### src/rtl/in_pass4_sync_filter_pkg.sv
// rtl/in_pass4_sync_filter_pkg.sv - shared mode encodings and sizes for the input pass filter
package in_pass4_sync_filter_pkg;

    // Per-bit conditioning mode, taken from a 2-bit slice of the frame config.
    localparam logic [1:0] MODE_BYPASS = 2'b00;
    localparam logic [1:0] MODE_REG    = 2'b01;
    localparam logic [1:0] MODE_SYNC   = 2'b10;
    localparam logic [1:0] MODE_FILT   = 2'b11;

    localparam int NUM_BITS = 4;
    localparam int MODE_W   = 2;

endpackage

### src/rtl/cus_mux21.sv
// rtl/cus_mux21.sv - custom 2:1 mux cell shared by the pass BELs
//
// Ports:
//   i_a0 - data input selected when i_s = 0
//   i_a1 - data input selected when i_s = 1
//   i_s  - select
//   o_x  - mux output
module cus_mux21 (
    input  logic i_a0,
    input  logic i_a1,
    input  logic i_s,
    output logic o_x
);

    assign o_x = i_s ? i_a1 : i_a0;

endmodule

### src/rtl/in_pass_bit_filter.sv
// rtl/in_pass_bit_filter.sv - one input bit: bypass/register/synchronizer/debounce plus rising-edge pulse
//
// Ports:
//   i_clk  - fabric user clock
//   i_rst  - asynchronous active-high reset
//   i_pad  - external pad input
//   i_mode - conditioning mode (see package MODE_*)
//   o_o    - conditioned signal
//   o_r    - one-cycle pulse on each 0->1 transition of the selected registered value
module in_pass_bit_filter
    import in_pass4_sync_filter_pkg::*;
#(
    parameter int FILTER_LEN = 4,
    parameter int CNT_W      = 4
) (
    input  logic              i_clk,
    input  logic              i_rst,
    input  logic              i_pad,
    input  logic [MODE_W-1:0] i_mode,
    output logic              o_o,
    output logic              o_r
);

    generate
        if (FILTER_LEN < 2 || FILTER_LEN > 16 || (2 ** CNT_W) < FILTER_LEN) begin : g_bad_param
            $error("in_pass_bit_filter: FILTER_LEN must be 2..16 and fit in CNT_W bits");
        end
    endgenerate

    localparam logic [CNT_W-1:0] LP_CNT_LAST = CNT_W'(FILTER_LEN - 1);

    logic             r_s1;
    logic             r_s2;
    logic             r_f;
    logic             r_p;
    logic [CNT_W-1:0] r_cnt;

    logic w_o_lo;
    logic w_hi;
    logic w_sel_lo;
    logic w_sel;

    // All state advances every cycle; the mode only steers the outputs, so a
    // runtime mode change sees already-settled synchronizer/filter state.
    always_ff @(posedge i_clk or posedge i_rst) begin
        if (i_rst) begin
            r_s1  <= 1'b0;
            r_s2  <= 1'b0;
            r_f   <= 1'b0;
            r_p   <= 1'b0;
            r_cnt <= '0;
        end else begin
            r_s1 <= i_pad;
            r_s2 <= r_s1;
            r_p  <= w_sel;
            // Counter tracks consecutive cycles where s2 disagrees with f;
            // any agreement (a glitch back) restarts the count from zero.
            if (r_s2 == r_f) begin
                r_cnt <= '0;
            end else if (r_cnt == LP_CNT_LAST) begin
                r_f   <= r_s2;
                r_cnt <= '0;
            end else begin
                r_cnt <= r_cnt + 1'b1;
            end
        end
    end

    // Output 4:1 built from 2:1 cells: mode[0] picks within a pair, mode[1] picks the pair.
    cus_mux21 u_o_lo (.i_a0(i_pad), .i_a1(r_s1), .i_s(i_mode[0]), .o_x(w_o_lo));
    cus_mux21 u_hi   (.i_a0(r_s2),  .i_a1(r_f),  .i_s(i_mode[0]), .o_x(w_hi));
    cus_mux21 u_o    (.i_a0(w_o_lo), .i_a1(w_hi), .i_s(i_mode[1]), .o_x(o_o));

    // Edge-detect select: same tree, but bypass contributes 0 so the
    // unregistered pad never produces pulses. Upper pair is shared.
    cus_mux21 u_sel_lo (.i_a0(1'b0), .i_a1(r_s1), .i_s(i_mode[0]), .o_x(w_sel_lo));
    cus_mux21 u_sel    (.i_a0(w_sel_lo), .i_a1(w_hi), .i_s(i_mode[1]), .o_x(w_sel));

    assign o_r = w_sel & ~r_p;

endmodule

### src/rtl/in_pass4_sync_filter.sv
// rtl/in_pass4_sync_filter.sv - 4-bit configurable input pass BEL with sync/debounce and edge pulses
//
// Ports:
//   UserCLK    - fabric user clock
//   Reset      - asynchronous active-high reset
//   I          - external pad inputs
//   O          - conditioned signals to the switch matrix
//   R          - rising-edge pulses of each bit's selected conditioned value
//   ConfigBits - frame config; mode of bit i is ConfigBits[2i+1:2i]
module in_pass4_sync_filter
    import in_pass4_sync_filter_pkg::*;
#(
    parameter int NoConfigBits = 8,
    parameter int FILTER_LEN   = 4,
    parameter int CNT_W        = 4
) (
    input  logic                    UserCLK,
    input  logic                    Reset,
    input  logic [NUM_BITS-1:0]     I,
    output logic [NUM_BITS-1:0]     O,
    output logic [NUM_BITS-1:0]     R,
    input  logic [NoConfigBits-1:0] ConfigBits
);

    generate
        for (genvar gi = 0; gi < NUM_BITS; gi++) begin : g_bit
            in_pass_bit_filter #(
                .FILTER_LEN(FILTER_LEN),
                .CNT_W     (CNT_W)
            ) u_bit (
                .i_clk (UserCLK),
                .i_rst (Reset),
                .i_pad (I[gi]),
                .i_mode(ConfigBits[MODE_W*gi +: MODE_W]),
                .o_o   (O[gi]),
                .o_r   (R[gi])
            );
        end
    endgenerate

endmodule

### config.mk
export PLATFORM = sky130hd
export DESIGN_NAME = in_pass4_sync_filter
export DESIGN_NICKNAME = d
export VERILOG_FILES = /design/src/rtl/in_pass4_sync_filter_pkg.sv /design/src/rtl/cus_mux21.sv /design/src/rtl/in_pass_bit_filter.sv /design/src/rtl/in_pass4_sync_filter.sv
export SDC_FILE = /design/constraint.sdc
export NUM_CORES = 1
export LEC_CHECK = 0
export CORE_AREA = 2 2 61 63
export DETAILED_ROUTE_END_ITERATION = 8
export DIE_AREA = 0 0 63 65
export PLACE_DENSITY_LB_ADDON = 0.2
export SLEW_MARGIN = 20
export SYNTH_ARGS = -nofsm -noshare
export SYNTH_HDL_FRONTEND = slang
export SYNTH_SLANG_ARGS = --single-unit
### constraint.sdc
create_clock -name UserCLK -period 1.15 [get_ports UserCLK]
set_clock_uncertainty 0.05 [all_clocks]
set_input_delay 0.23 -clock UserCLK [delete_from_list [all_inputs] [get_ports UserCLK]]
set_output_delay 0.23 -clock UserCLK [all_outputs]
set_load 0.01 [all_outputs]
==> qor.csv <==
stage,metric,value,unit
run_status,status,"complete, but fails checks",
run_status,failing checks,negative setup slack,
placement,post-DP HPWL,2.19,mm
placement,port bufs,21,
clocking,CTS tree,done,
min_path,HP Class,primary input to asynchronous set/reset pin,
logic_synthesis,number of synthesized flops with an enable pin,0,
setup_path,Critical Path RT,0.87,ns
detailed_routing,First DRT Iteration DRCs,27,
global_route,largest net degree at the start of global routing,33,
detailed_routing,final wirelength,3.51,mm
setup_path,WS Path Type,flop to primary output,
power,switching part of the total,32.2,%
logic_synthesis,Synth Flop Type,dfrtp_1,
global_route,initial antenna violation count,0,
detailed_routing,routed len/inst,14.7,um
power,Leakage,0.00109,uW
clocking,# clock sinks,32,
power,clock share of power,16.9,%
setup_path,Arrival @ worst endpoint,1.23,ns
clocking,Worst-path clk slew,0.10,ns
floorplan,die span in y,65,um
cells_and_area,fin cells,238,
clocking,Num CTS Buffers,5,
timing,Pins Over Slew Limit,0,
power,NetSw,1360,uW
timing,Final Hold Fails,0,
setup_path,reg2reg setup slack,-0.18,ns
power,Comb pwr share,47.7,%
placement,Place WS,-0.818,ns
setup_path,Top delay family on crit path,flip-flops,
placement,routability cong.,0.739,
logic_synthesis,Synth area leaders,"dfrtp_1, mux2i_1, a2111oi_2, buf_4, ha_1",
logic_synthesis,synthesized cell area,1580,um^2
timing,Tmin final,1.51,ns
setup_path,CP peak stage delay,0.39,ns
setup_path,startpoint types,flop,
floorplan,Top-Level Pins,22,
setup_path,Setup crit end,R[3],
cells_and_area,ANT cells,0,
logic_synthesis,biggest area consumer among synthesized cells,dfrtp_1,
setup_path,reg2reg end,g_bit[1].u_bit.r_f$_DFFE_PP0P_,
logic_synthesis,Post-Syn Instances,125,
logic_synthesis,synthesized flop and latch total,32,
cells_and_area,Layout Area Growth over Synthesis,53.7,%
floorplan,die area,4100,um^2
timing,Final period util,131,%
setup_path,cell count along the critical path,4,
clocking,Root Driver,clkbuf_4,
logic_synthesis,Synth top area share,50.6,%
logic_synthesis,Ys Warns,0,
power,cell internal pwr,2880,uW
global_route,global-route wire length before repair,5.89,mm
setup_path,Worst setup EP type,primary output,
floorplan,Die X,63,um
timing,Fmax,0.662,GHz
cells_and_area,storage element area,805,um^2
flow_run,Max Cap Viol,0,
detailed_routing,DR DRC count,0,
placement,dpl cells,221,
timing,Slew @ Worst Pin,0.287,ns
power,sequential power share,35.4,%
clocking,Worst-Skew Late Latency,0.33,ns
global_route,gr usage total,18.3,%
cells_and_area,FILL cells,253,
timing,Setup Viol. Count Final,14,
setup_path,worst r2r path cells,3,
clocking,CTS max path bufs,2,
power,pwr dens,1740,nW/um^2
cells_and_area,multi-input logic area,953,um^2
detailed_routing,Initial DRT Pass Iterations,4,
timing,headroom to the max-slew limit,80.9,%
clocking,H-tree Lvls,2,
cells_and_area,NumNets Final,208,
floorplan,area of the core,3500,um^2
logic_synthesis,post-synthesis sequential area ratio,50.6,%
floorplan,starting density of the core,45.3,%
setup_path,"Max stage delay cell, worst path",dfrtp_1,
setup_path,RR Startpoint,g_bit[1].u_bit.r_cnt[0]$_DFF_PP0_,
timing,unrepaired setup endpoints after global routing,yes,
detailed_routing,Via Count,1235,
global_route,GRT Residual Overflow,0,
setup_path,worst path cell trace,"mux2i_1, buf_4, o21ai_2, buf_2",
logic_synthesis,Cell variety after synth,22,
power,peak supply drop,1.00,mV
detailed_routing,vias per inst,5.19,
cells_and_area,fraction of layout cells with a size suffix above 1,53.7,%
floorplan,Rows,22,
logic_synthesis,Synth Area per Inst,12.7,um^2
detailed_routing,Routed Antenna Nets,0,
setup_path,crit path buf inv count,2,
logic_synthesis,syn nets,143,
setup_path,maximum fanout along the worst path,2,
timing,setup TNS,-3.16,ns
timing,setup ws final,-0.361,ns
power,Power Total,4240,uW
global_route,vias in the first global route,1303,
logic_synthesis,post-synthesis async set-or-reset flop share,100,%
setup_path,CP startpoint,g_bit[3].u_bit.r_f$_DFFE_PP0P_,
timing,hold slack,0.181,ns
placed cells by master, fill, tap and decap left out, drive strengths merged, types with 6 or more instances in the layout:
master	Yosys	layout
a21oi	8	8
buf	8	53
clkbuf	0	7
clkdlybuf4s50	0	9
dfrtp	32	32
mux2i	16	16
nand2b	8	8
o22ai	6	6
timing repair:
item                                    in CTS  in global routing
hold buffers                                 0                  0
pin swaps                                   10                  7
buffers inserted                             9                  7
gates resized for setup                     47                 27
endpoints found under the setup margin      18                 26
routing by layer:
layer / global-route usage (%) / wire length [um] / vias up / part of all wire, %
li1: - / - / 588 / -
met4: 6.94 / 110 / 0 / 3.1
met2: 30.6 / 1840 / 30 / 53
met5: 0 / 0 / - / 0
met1: 22.1 / 1380 / 604 / 39
met3: 6.08 / 177 / 13 / 5.0
worst min path at each step:
stage	from	end	slack, ns
after floorplan	I[0]	g_bit[0].u_bit.r_s1$_DFF_PP0_	0.21
after global placement	g_bit[0].u_bit.r_s1$_DFF_PP0_	g_bit[0].u_bit.r_s2$_DFF_PP0_	0.31
after detailed placement	g_bit[2].u_bit.r_s1$_DFF_PP0_	g_bit[2].u_bit.r_s2$_DFF_PP0_	0.32
after CTS	Reset	g_bit[1].u_bit.r_s2$_DFF_PP0_	0.18
after global routing	Reset	g_bit[1].u_bit.r_s2$_DFF_PP0_	0.19
final	Reset	g_bit[1].u_bit.r_s2$_DFF_PP0_	0.18
state kept, by name, summed over array words and instances, names as in the netlist:
| signal | count |
|---|---|
| g_bit.u_bit.r_cnt | 16 |
| g_bit.u_bit.r_f | 4 |
| g_bit.u_bit.r_p | 4 |
| g_bit.u_bit.r_s1 | 4 |
| g_bit.u_bit.r_s2 | 4 |
synth_stat cells (all sizes together), types with 4 or more instances:
| cell | count |
|---|---|
| a2111oi | 4 |
| a21oi | 8 |
| and4 | 4 |
| buf | 8 |
| dfrtp | 32 |
| ha | 4 |
| mux2 | 4 |
| mux2i | 16 |
| nand2 | 4 |
| nand2b | 8 |
| nand3b | 4 |
| nor2b | 4 |
| nor3 | 4 |
| nor3b | 4 |
| o22ai | 6 |
| xnor2 | 4 |
power groups by stage:
stage	Combinational (uW)	Clock (uW)	Sequential (uW)
2_1_floorplan	765	0	1570
5_1_grt	2200	796	1530
6_report	2020	717	1500
4_1_cts	1620	744	1490
3_5_place_dp	1490	0	1500
3_3_place_gp	1410	0	1490
worst min-delay path, delay by kind of cell:
| kind | cells | cell delay, ns |
|---|---|---|
| buf+inv | 3 | 0.69 |
cells by family after synthesis:
| group | count (synthesis) | share of synthesized area [%] |
|---|---|---|
| fa+ha+maj | 4 | 3.16 |
| xor+xnor | 4 | 2.21 |
| compound gates | 20 | 9.33 |
| mux | 20 | 13.0 |
| simple gates | 36 | 17.7 |
| buf+inv | 9 | 4.03 |
| flops | 32 | 50.6 |
final cells by class:
class	instances	share of cell area (%)
Timing Repair Buffer	66	22.4
Tap cell	48	2.47
Clock buffer	7	2.67
Sequential cell	32	33.1
Multi-Input combinational cell	84	39.2
Inverter	1	0.154
stage by stage:
stage	util, %	instance area, um^2
floorplan	-	1640
global placement	60.7	2120
detailed placement	60.7	2120
CTS	64.6	2260
global route	69.6	2430
finish	69.6	2430
Note: power is estimated with default switching activity, not from simulation.
